`src/rtl/ann_pkg.sv`:
```
// Shared constants for the layer-one stream loader and neuron FSM:
// command codes, memory region bases and the loader state encoding.
package ann_pkg;

    localparam logic [7:0] CMD_IMAGE  = 8'hA1;
    localparam logic [7:0] CMD_PARAMS = 8'hA2;
    localparam logic [7:0] CMD_ALL    = 8'hA3;

    localparam int INPUT_BASE  = 0;
    localparam int BIAS_BASE   = 784;
    localparam int WEIGHT_BASE = 800;

    typedef enum logic [2:0] {
        ST_WAIT_CMD,
        ST_LOAD_PARAMS,
        ST_LOAD_IMAGE,
        ST_CHECK,
        ST_START,
        ST_WAIT_DONE
    } state_t;

endpackage

```
`src/rtl/ann_frame_checksum.sv`:
```
// Additive 8-bit frame checksum: cleared per frame, accumulates payload
// bytes, and compares the running sum against a candidate checksum byte.
module ann_frame_checksum (
    input  logic       clk,
    input  logic       rst_n,
    input  logic       clear,
    input  logic       acc_en,
    input  logic [7:0] acc_data,
    input  logic [7:0] cmp_data,
    output logic [7:0] sum,
    output logic       match
);

    always_ff @(posedge clk or negedge rst_n) begin
        if (!rst_n) begin
            sum <= 8'd0;
        end else if (clear) begin
            sum <= 8'd0;
        end else if (acc_en) begin
            sum <= sum + acc_data;
        end
    end

    assign match = (sum == cmp_data);

endmodule

```
`src/rtl/ann_stream_loader.sv`:
```
// Stream front end for layer one: writes image/params frames into the
// shared byte memory, verifies the checksum, then starts the layer.
module ann_stream_loader #(
    parameter int N           = 784,
    parameter int M           = 16,
    parameter int ADDR_WIDTH  = 14,
    parameter int INPUT_BASE  = ann_pkg::INPUT_BASE,
    parameter int BIAS_BASE   = ann_pkg::BIAS_BASE,
    parameter int WEIGHT_BASE = ann_pkg::WEIGHT_BASE
) (
    input  logic                  clk,
    input  logic                  rst_n,
    input  logic                  s_valid,
    input  logic [7:0]            s_data,
    output logic                  s_ready,
    output logic                  mem_we,
    output logic [ADDR_WIDTH-1:0] mem_waddr,
    output logic [7:0]            mem_wdata,
    output logic                  layer_start,
    input  logic                  layer_done,
    output logic                  busy,
    output logic                  params_valid,
    output logic                  frame_err,
    output logic                  run_done
);

    import ann_pkg::*;

    localparam int          P_LEN  = M + M * N;
    localparam logic [13:0] P_LAST = 14'(P_LEN - 1);
    localparam logic [13:0] I_LAST = 14'(N - 1);

    state_t                state;
    logic [7:0]            cmd;
    logic [13:0]           cnt;
    logic                  accept;
    logic                  sum_clear;
    logic                  sum_en;
    logic                  sum_match;
    logic [7:0]            sum;
    logic [ADDR_WIDTH-1:0] p_addr;
    logic [ADDR_WIDTH-1:0] i_addr;

    assign accept = s_valid && s_ready;
    assign busy   = (state != ST_WAIT_CMD);

    assign sum_clear = accept && (state == ST_WAIT_CMD);
    assign sum_en    = accept && ((state == ST_LOAD_PARAMS) ||
                                  (state == ST_LOAD_IMAGE));

    // Bias and weight regions are contiguous, so one run covers both.
    assign p_addr = ADDR_WIDTH'(BIAS_BASE) + ADDR_WIDTH'(cnt);
    assign i_addr = ADDR_WIDTH'(INPUT_BASE) + ADDR_WIDTH'(cnt);

    ann_frame_checksum u_checksum (
        .clk      (clk),
        .rst_n    (rst_n),
        .clear    (sum_clear),
        .acc_en   (sum_en),
        .acc_data (s_data),
        .cmp_data (s_data),
        .sum      (sum),
        .match    (sum_match)
    );

    always_ff @(posedge clk or negedge rst_n) begin
        if (!rst_n) begin
            state        <= ST_WAIT_CMD;
            cmd          <= 8'd0;
            cnt          <= 14'd0;
            s_ready      <= 1'b0;
            mem_we       <= 1'b0;
            mem_waddr    <= '0;
            mem_wdata    <= 8'd0;
            layer_start  <= 1'b0;
            params_valid <= 1'b0;
            frame_err    <= 1'b0;
            run_done     <= 1'b0;
        end else begin
            mem_we      <= 1'b0;
            layer_start <= 1'b0;
            frame_err   <= 1'b0;
            run_done    <= 1'b0;
            unique case (state)
                ST_WAIT_CMD: begin
                    s_ready <= 1'b1;
                    if (accept) begin
                        cnt <= 14'd0;
                        cmd <= s_data;
                        unique case (1'b1)
                            (s_data == CMD_IMAGE): begin
                                state <= ST_LOAD_IMAGE;
                            end
                            (s_data == CMD_PARAMS),
                            (s_data == CMD_ALL): begin
                                params_valid <= 1'b0;
                                state        <= ST_LOAD_PARAMS;
                            end
                            default: begin
                                frame_err <= 1'b1;
                            end
                        endcase
                    end
                end
                ST_LOAD_PARAMS: begin
                    if (accept) begin
                        mem_we    <= 1'b1;
                        mem_waddr <= p_addr;
                        mem_wdata <= s_data;
                        if (cnt == P_LAST) begin
                            cnt   <= 14'd0;
                            state <= (cmd == CMD_ALL) ? ST_LOAD_IMAGE
                                                      : ST_CHECK;
                        end else begin
                            cnt <= cnt + 14'd1;
                        end
                    end
                end
                ST_LOAD_IMAGE: begin
                    if (accept) begin
                        mem_we    <= 1'b1;
                        mem_waddr <= i_addr;
                        mem_wdata <= s_data;
                        if (cnt == I_LAST) begin
                            cnt   <= 14'd0;
                            state <= ST_CHECK;
                        end else begin
                            cnt <= cnt + 14'd1;
                        end
                    end
                end
                ST_CHECK: begin
                    if (accept) begin
                        if (!sum_match) begin
                            frame_err <= 1'b1;
                            state     <= ST_WAIT_CMD;
                        end else if (cmd == CMD_PARAMS) begin
                            params_valid <= 1'b1;
                            state        <= ST_WAIT_CMD;
                        end else if (cmd == CMD_ALL || params_valid) begin
                            if (cmd == CMD_ALL) begin
                                params_valid <= 1'b1;
                            end
                            layer_start <= 1'b1;
                            s_ready     <= 1'b0;
                            state       <= ST_START;
                        end else begin
                            frame_err <= 1'b1;
                            state     <= ST_WAIT_CMD;
                        end
                    end
                end
                ST_START: begin
                    state <= ST_WAIT_DONE;
                end
                ST_WAIT_DONE: begin
                    if (layer_done) begin
                        run_done <= 1'b1;
                        s_ready  <= 1'b1;
                        state    <= ST_WAIT_CMD;
                    end
                end
                default: begin
                    state <= ST_WAIT_CMD;
                end
            endcase
        end
    end

endmodule

```
`config.mk`:
```
export PLATFORM = sky130hd
export DESIGN_NAME = ann_stream_loader
export DESIGN_NICKNAME = d
export VERILOG_FILES = /design/src/rtl/ann_pkg.sv /design/src/rtl/ann_frame_checksum.sv /design/src/rtl/ann_stream_loader.sv
export SDC_FILE = /design/constraint.sdc
export NUM_CORES = 1
export LEC_CHECK = 0
export BUFFER_PORTS_ARGS = -buffer_cell sky130_fd_sc_hd__clkbuf_2
export CAP_MARGIN = 20
export CORE_UTILIZATION = 35
export CTS_BUF_LIST = sky130_fd_sc_hd__clkbuf_16
export CTS_CLUSTER_SIZE = 16
export DETAILED_ROUTE_END_ITERATION = 7
export PLACE_DENSITY_LB_ADDON = 0.3
export SETUP_SLACK_MARGIN = 0.5
export SYNTH_ARGS = -nofsm -noshare
export SYNTH_HDL_FRONTEND = slang
export SYNTH_SLANG_ARGS = --single-unit
```
`constraint.sdc`:
```
create_clock -name clk -period 2.8 [get_ports clk]
set_input_delay 0.14 -clock clk [delete_from_list [all_inputs] [get_ports clk]]
set_output_delay 0.14 -clock clk [all_outputs]
set_load 0.03 [all_outputs]
```
# After elaboration in Yosys (flattened, before gate mapping)
# Index checks and enable logic that the tools add are counted.
dict set report totals {
  output_inout_bits 29
  regBits 61
}
dict set report classes {
  eq_ne 27
  n_addsub 3
  n_reduce_logical 22
  mux 54
}
# op n
set ops {}
lappend ops {{$mux W14} 7}
lappend ops {{$pmux W14 S3} 1}
lappend ops {{$eq A8 B8 Y1 const B} 5}
lappend ops {{$mux W3} 10}
lappend ops {{$mux W1} 28}
lappend ops {{$pmux W14 S2} 1}
lappend ops {{$pmux W3 S6} 1}
lappend ops {{$mux W8} 2}
lappend ops {{$ne A2 B2 Y1 const B} 8}
lappend ops {{$add A10 B14 Y14 const A} 1}
lappend ops {{$add A14 B1 Y14 const B} 1}
lappend ops {{$eq A14 B10 Y1 const B} 1}
lappend ops {{$eq A14 B14 Y1 const B} 1}
lappend ops {{$reduce_bool A3 Y1} 3}
lappend ops {{$add A8 B8 Y8} 1}
lappend ops {{$eq A8 B8 Y1} 1}
lappend ops {{$reduce_and A8 Y1} 1}
lappend ops {{$reduce_and A7 Y1} 1}
lappend ops {{$eq A3 B2 Y1 const B} 2}
lappend ops {{$eq A3 B3 Y1 const B} 2}
lappend ops {{$ne A2 B1 Y1 const B} 3}
lappend ops {{$ne A3 B3 Y1 const B} 2}
lappend ops {{$pmux W3 S2} 1}
lappend ops {{$reduce_and A6 Y1} 1}
lappend ops {{other kinds (13)} 21}

# Logic depth before layout (Yosys ltp)
dict set report depth {
  ltp_word 7
  ltp_mapped 8
}

# Modules after synthesis
# Synthesis repeated with hierarchy kept, for this count alone.
dict set report hier_totals {
  hier_cells 337
  area_unflattened_um2 3457.1
}
# module cells_each n_inst seq_area_each_um2 area_each_um2
set modules_own_cells {}
lappend modules_own_cells {ann_stream_loader 261 1 1326.3 2703.8}
lappend modules_own_cells {ann_frame_checksum 76 1 200.2 753.2}

# Worst setup path before layout
# No wires, ideal clock.
dict set report synth_timing {
  path_kind {register -> register}
  start {register cnt[4]}
  end {register state[0]}
  stages_incl_launch_ff 8
  setup_ns 0.127
  setup_slack_ns 0.678
  required_ns 2.673
  t_arrival_ns 1.994
  path_buffers 0
  path_cell_list {dfrtp_1 -> inv_1 -> ha_1 -> or4b_1 -> nor4_1 -> o32a_2 -> and2_1 -> mux2_1}
}
dict set report synth_between {
  elab_chain_len 3
}
# item line_no
set synth_rtl {}
lappend synth_rtl {{from (decl)} ann_stream_loader.sv:35} ;# logic [13:0] cnt;
lappend synth_rtl {{from (signal assigned)} ann_stream_loader.sv:115} ;# cnt <= cnt + 14'd1;
lappend synth_rtl {{from (signal assigned)} ann_stream_loader.sv:128} ;# cnt <= cnt + 14'd1;
lappend synth_rtl {{$eq A14 B10 Y1 / $eq A14 B14 Y1 (equally long branches)} {ann_stream_loader.sv:124, ann_stream_loader.sv:110}}
lappend synth_rtl {{$ne A2 B1 Y1 (no source line)} --}
lappend synth_rtl {{$reduce_and A8 Y1 (no source line) *} --}
lappend synth_rtl {{to (signal assigned)} ann_stream_loader.sv:112} ;# state <= (cmd == CMD_ALL) ? ST_LOAD_IMAGE
lappend synth_rtl {{to (decl)} ann_stream_loader.sv:33} ;# state_t state;
# Every way passes the cells marked *; elsewhere a longest branch is shown, timed or not.
# A chain may end at the register's enable or synchronous reset.

# Worst setup path in the final report
dict set report layout_timing {
  start {register cnt[4]}
  end {register cnt[5]}
}
dict set report layout_between {
  elab_chain_len 4
}
# item line_no
set layout_rtl {}
lappend layout_rtl {{$add A14 B1 Y14, or another cell as far along} {ann_stream_loader.sv:115, ann_stream_loader.sv:128}}
lappend layout_rtl {{$mux W14, on equally long branches} {ann_stream_loader.sv:124, ann_stream_loader.sv:110}}
lappend layout_rtl {{$mux W14, on equally long branches} {ann_stream_loader.sv:120, ann_stream_loader.sv:106}}
lappend layout_rtl {{$pmux W14 S3 *} ann_stream_loader.sv:84} ;# unique case (state)
# Every way passes the cells marked *; elsewhere a longest branch is shown, timed or not. The select of a mux whose other input is x is not followed.

==> flow_summary.toml <==
[run_status]
status = "finished, final reports clean"

[hold_path]
min_to = "run_done"
whs_path_depth = 3
hold_path.startpoint = "layer_done"
hold_class = "input port to flip-flop"

[worst_setup_path]
reg2reg_depth = 8
cp_max_fo = 13
cp-end-kind = "flip-flop"
rrSetupSlack_ns = 0.60
critPathLaunchType = "flip-flop"
arrival_ns = 2.41
r2r_end = "cnt[5]"
crit_type = "flip-flop to flip-flop"
critPathRequiredTime_ns = 3.01
crit-reg2reg-launch = "cnt[4]"

[clocking]
clockBufferDepth = 2
cts.reportedPaths.clkPinSlew_ns = 0.06
cts_max_level = 3
cts_inserted_buffers = 9
cts_tree = "built"
cts_sinks = 61
clk_latency_ns = 0.33
cts_root_buffer = "clkbuf_16"

[timing]
slew_violations = 0
fmax_mhz = 455
worst_slew_pin_slew_ns = 0.816
rsz0062_at_grt = "no"
clock-skew-final_ns = 0.00708
fin_tns_setup_ns = 0
max_slew_margin_pct = 45.5
setup_viol = 0
hold_viol_final = 0
period_needed_ns = 2.20
fin_crit_sh_pct = 78.4

[die]
num_rows = 34
core_mm2 = 0.00889
die_h_um = 98.9
die-area_mm2 = 0.00978
initial_core_util_pct = 37.0
boundaryPins = 41
fp.dieW_um = 98.9

[pwr]
leakagePower_nw = 1.82
switchingPower_mw = 1.66
p_seq_share_pct = 32.8
clkPwrFrac_pct = 26.2
powerDensity_mw_per_mm2 = 1050
internal_power_mw = 2.45
worst_ir_drop_vdd_mv = 0.366
p_sw_share_pct = 40.4
combPwrFrac_pct = 41.0

[cells_and_area]
diodes = 0
final_nets = 421
layout.cells.non_filler = 511
area_growth_pct = 19.6
drive_above_1_share_pct = 18.6

[flow_run]
max_cap_viol_count = 0

[synth]
syn-num-nets = 377
syn_avg_cell_area_um2 = 9.28
syn_inst = 354
syn_area_mm2 = 0.00329
synth_edf_count = 0
synthXorXnorAreaFrac_pct = 3.20
synth_compound_area_share_pct = 15.7
synth.distinct_cells = 59
synthSimpleGateAreaFrac_pct = 22.7
synth-seq-cells = 61
synth_top_family_by_area = "simple AND/OR/NAND/NOR gates"
synth_largest_area_cell = "dfrtp_1"
synthAdderAreaFrac_pct = 4.42
yosys.area.top_type_share_pct = 46.5
synthMostInstantiatedCell = "nand2_1"
synthFlopType = "dfrtp_1"
ys_seq_area_share_pct = 46.5
synthTopCellsByCount = "nand2_1 (67), dfrtp_1 (61), nor2_1 (22)"
synthMuxAreaShare_pct = 3.73
async_reset_ff_share_pct = 100
netlist_top_cells_area = "dfrtp_1 (46%), nand2_1 (7.7%), ha_1 (3.8%)"
yosysWarningCount = 0

[global_route]
grt_pass1_vias = 2649
grt_max_degree = 43
antenna_found_initial = 0
grt_pass1_wl_um = 13100
overflow = 0
grt.total_usage_pct = 17.2

[routing]
final_antenna_net_count = 0
avgRoutedWirePerCell_um = 15.3
drt_iter0_drc = 239
vias = 2752
drtPass1Iterations = 4
drc_errors = 0
wl_um = 7810
vias_per_cell = 5.39

[place]
place_hpwl_um = 5440
gp_congestion = 0.814
portBuffers = 40
numPlacedInstances = 492
## cells in the final DEF (no fill, tap or decap), types with 2 or more instances in the layout
cell	count
o22ai_1	2
xnor2_1	4
inv_2	2
clkinv_1	2
ha_1	10
nor3_1	8
a21oi_1	10
a31oi_1	5
dfrtp_1	59
nand3_1	8
nand2b_1	5
and2_1	2
dfrtp_2	2
clkinvlp_4	2
o21ai_1	19
nor4_1	2
clkbuf_16	9
nand4_1	2
mux2_2	2
and3_1	4
nor4_2	2
or3_1	6
nor2_1	21
o21ai_0	16
a21o_1	2
mux2_1	8
nor2b_1	7
buf_4	8
a22o_1	11
nor3b_1	2
inv_1	7
nor4b_1	2
and4_1	2
nand2_1	67
clkbuf_2	40
xor2_1	8
nand3b_1	2
## state kept, by name, indices dropped and copies added (netlist names)
| register | flops |
|---|---|
| cnt | 14 |
| u_checksum.sum | 8 |
| params_valid | 1 |
| mem_wdata | 8 |
| layer_start | 1 |
| cmd | 8 |
| mem_we | 1 |
| frame_err | 1 |
| s_ready | 1 |
| state | 3 |
| mem_waddr | 14 |
| run_done | 1 |
## cell families (layout without fill, tap and decap cells)
group                    after synthesis  after routing
adder cells (fa/ha/maj)               11             11
AO/OA/AOI/OAI                         81             81
flip-flops                            61             61
XOR/XNOR                              12             12
AND/OR/NAND/NOR                      152            152
buffers and inverters                 26             75
multiplexers                          11             11
## power groups by stage
stage | logic (mW) | registers [mW] | clock network (mW)
after floorplan | 0.968 | 1.58 | 0
after global routing | 1.88 | 1.39 | 1.15
final | 1.69 | 1.35 | 1.08
after detailed placement | 1.64 | 1.36 | 0
after global placement | 1.61 | 1.35 | 0
after CTS | 1.69 | 1.35 | 1.11
## through the flow
stage	hold slack, ns	worst slack (ns)	total power, mW	area (um^2)	util (%)
6_report	0.0609	0.604	4.12	3930	44.2
5_1_grt	0.0802	0.510	4.41	3930	44.2
4_1_cts	0.0524	0.504	4.14	3920	44.1
3_5_place_dp	0.146	0.406	3.00	3590	40.4
3_3_place_gp	0.139	0.505	2.95	3590	40.4
2_1_floorplan	-0.156	0.678	2.55	3290	-
## how the worst max path moves through the flow
stage / slack (ns) / to / from / depth (start not counted)
floorplan: 0.68 / state[0] / cnt[4] / 7
global placement: 0.51 / cnt[0] / cnt[4] / 7
detailed placement: 0.41 / cnt[0] / cnt[4] / 7
CTS: 0.50 / cnt[0] / cnt[4] / 8
global route: 0.51 / cnt[3] / cnt[4] / 8
finish: 0.60 / cnt[5] / cnt[4] / 8
## repair_timing
item                                   in CTS  in global routing
setup endpoints to repair                  13                 13
endpoints found under the hold margin      19                  0
gates resized for setup                     4                  4
setup buffers                               2                  0
pin swaps                                   2                  2
hold buffers                                1                  0
## layer usage
layer | routed length (um) | part of all wire (%) | track usage (%) | vias to the layer above
li1 | - | - | - | 1345
met1 | 3900 | 50 | 24.0 | 1332
met2 | 3450 | 44 | 25.7 | 63
met3 | 321 | 4.1 | 3.69 | 12
met4 | 136 | 1.7 | 7.23 | 0
met5 | 0 | 0 | 0 | -
## cell type report
type,count,area [um^2]
Fill cell,869,4960
Multi-Input combinational cell,267,1660
Sequential cell,61,1530
Timing Repair Buffer,50,282
Clock buffer,9,225
Tap cell,108,135
Clock inverter,7,66.3
Inverter,9,33.8
## critical path: stages, from the launching register on
cell     delay, ns
dfrtp_2       0.44
inv_2         0.09
ha_1          0.13
or4b_1        0.49
nor4_2        0.19
o32a_2        0.24
buf_6         0.17
o21ai_0       0.10
a22o_1        0.23
(Power assumes the default switching activity.)
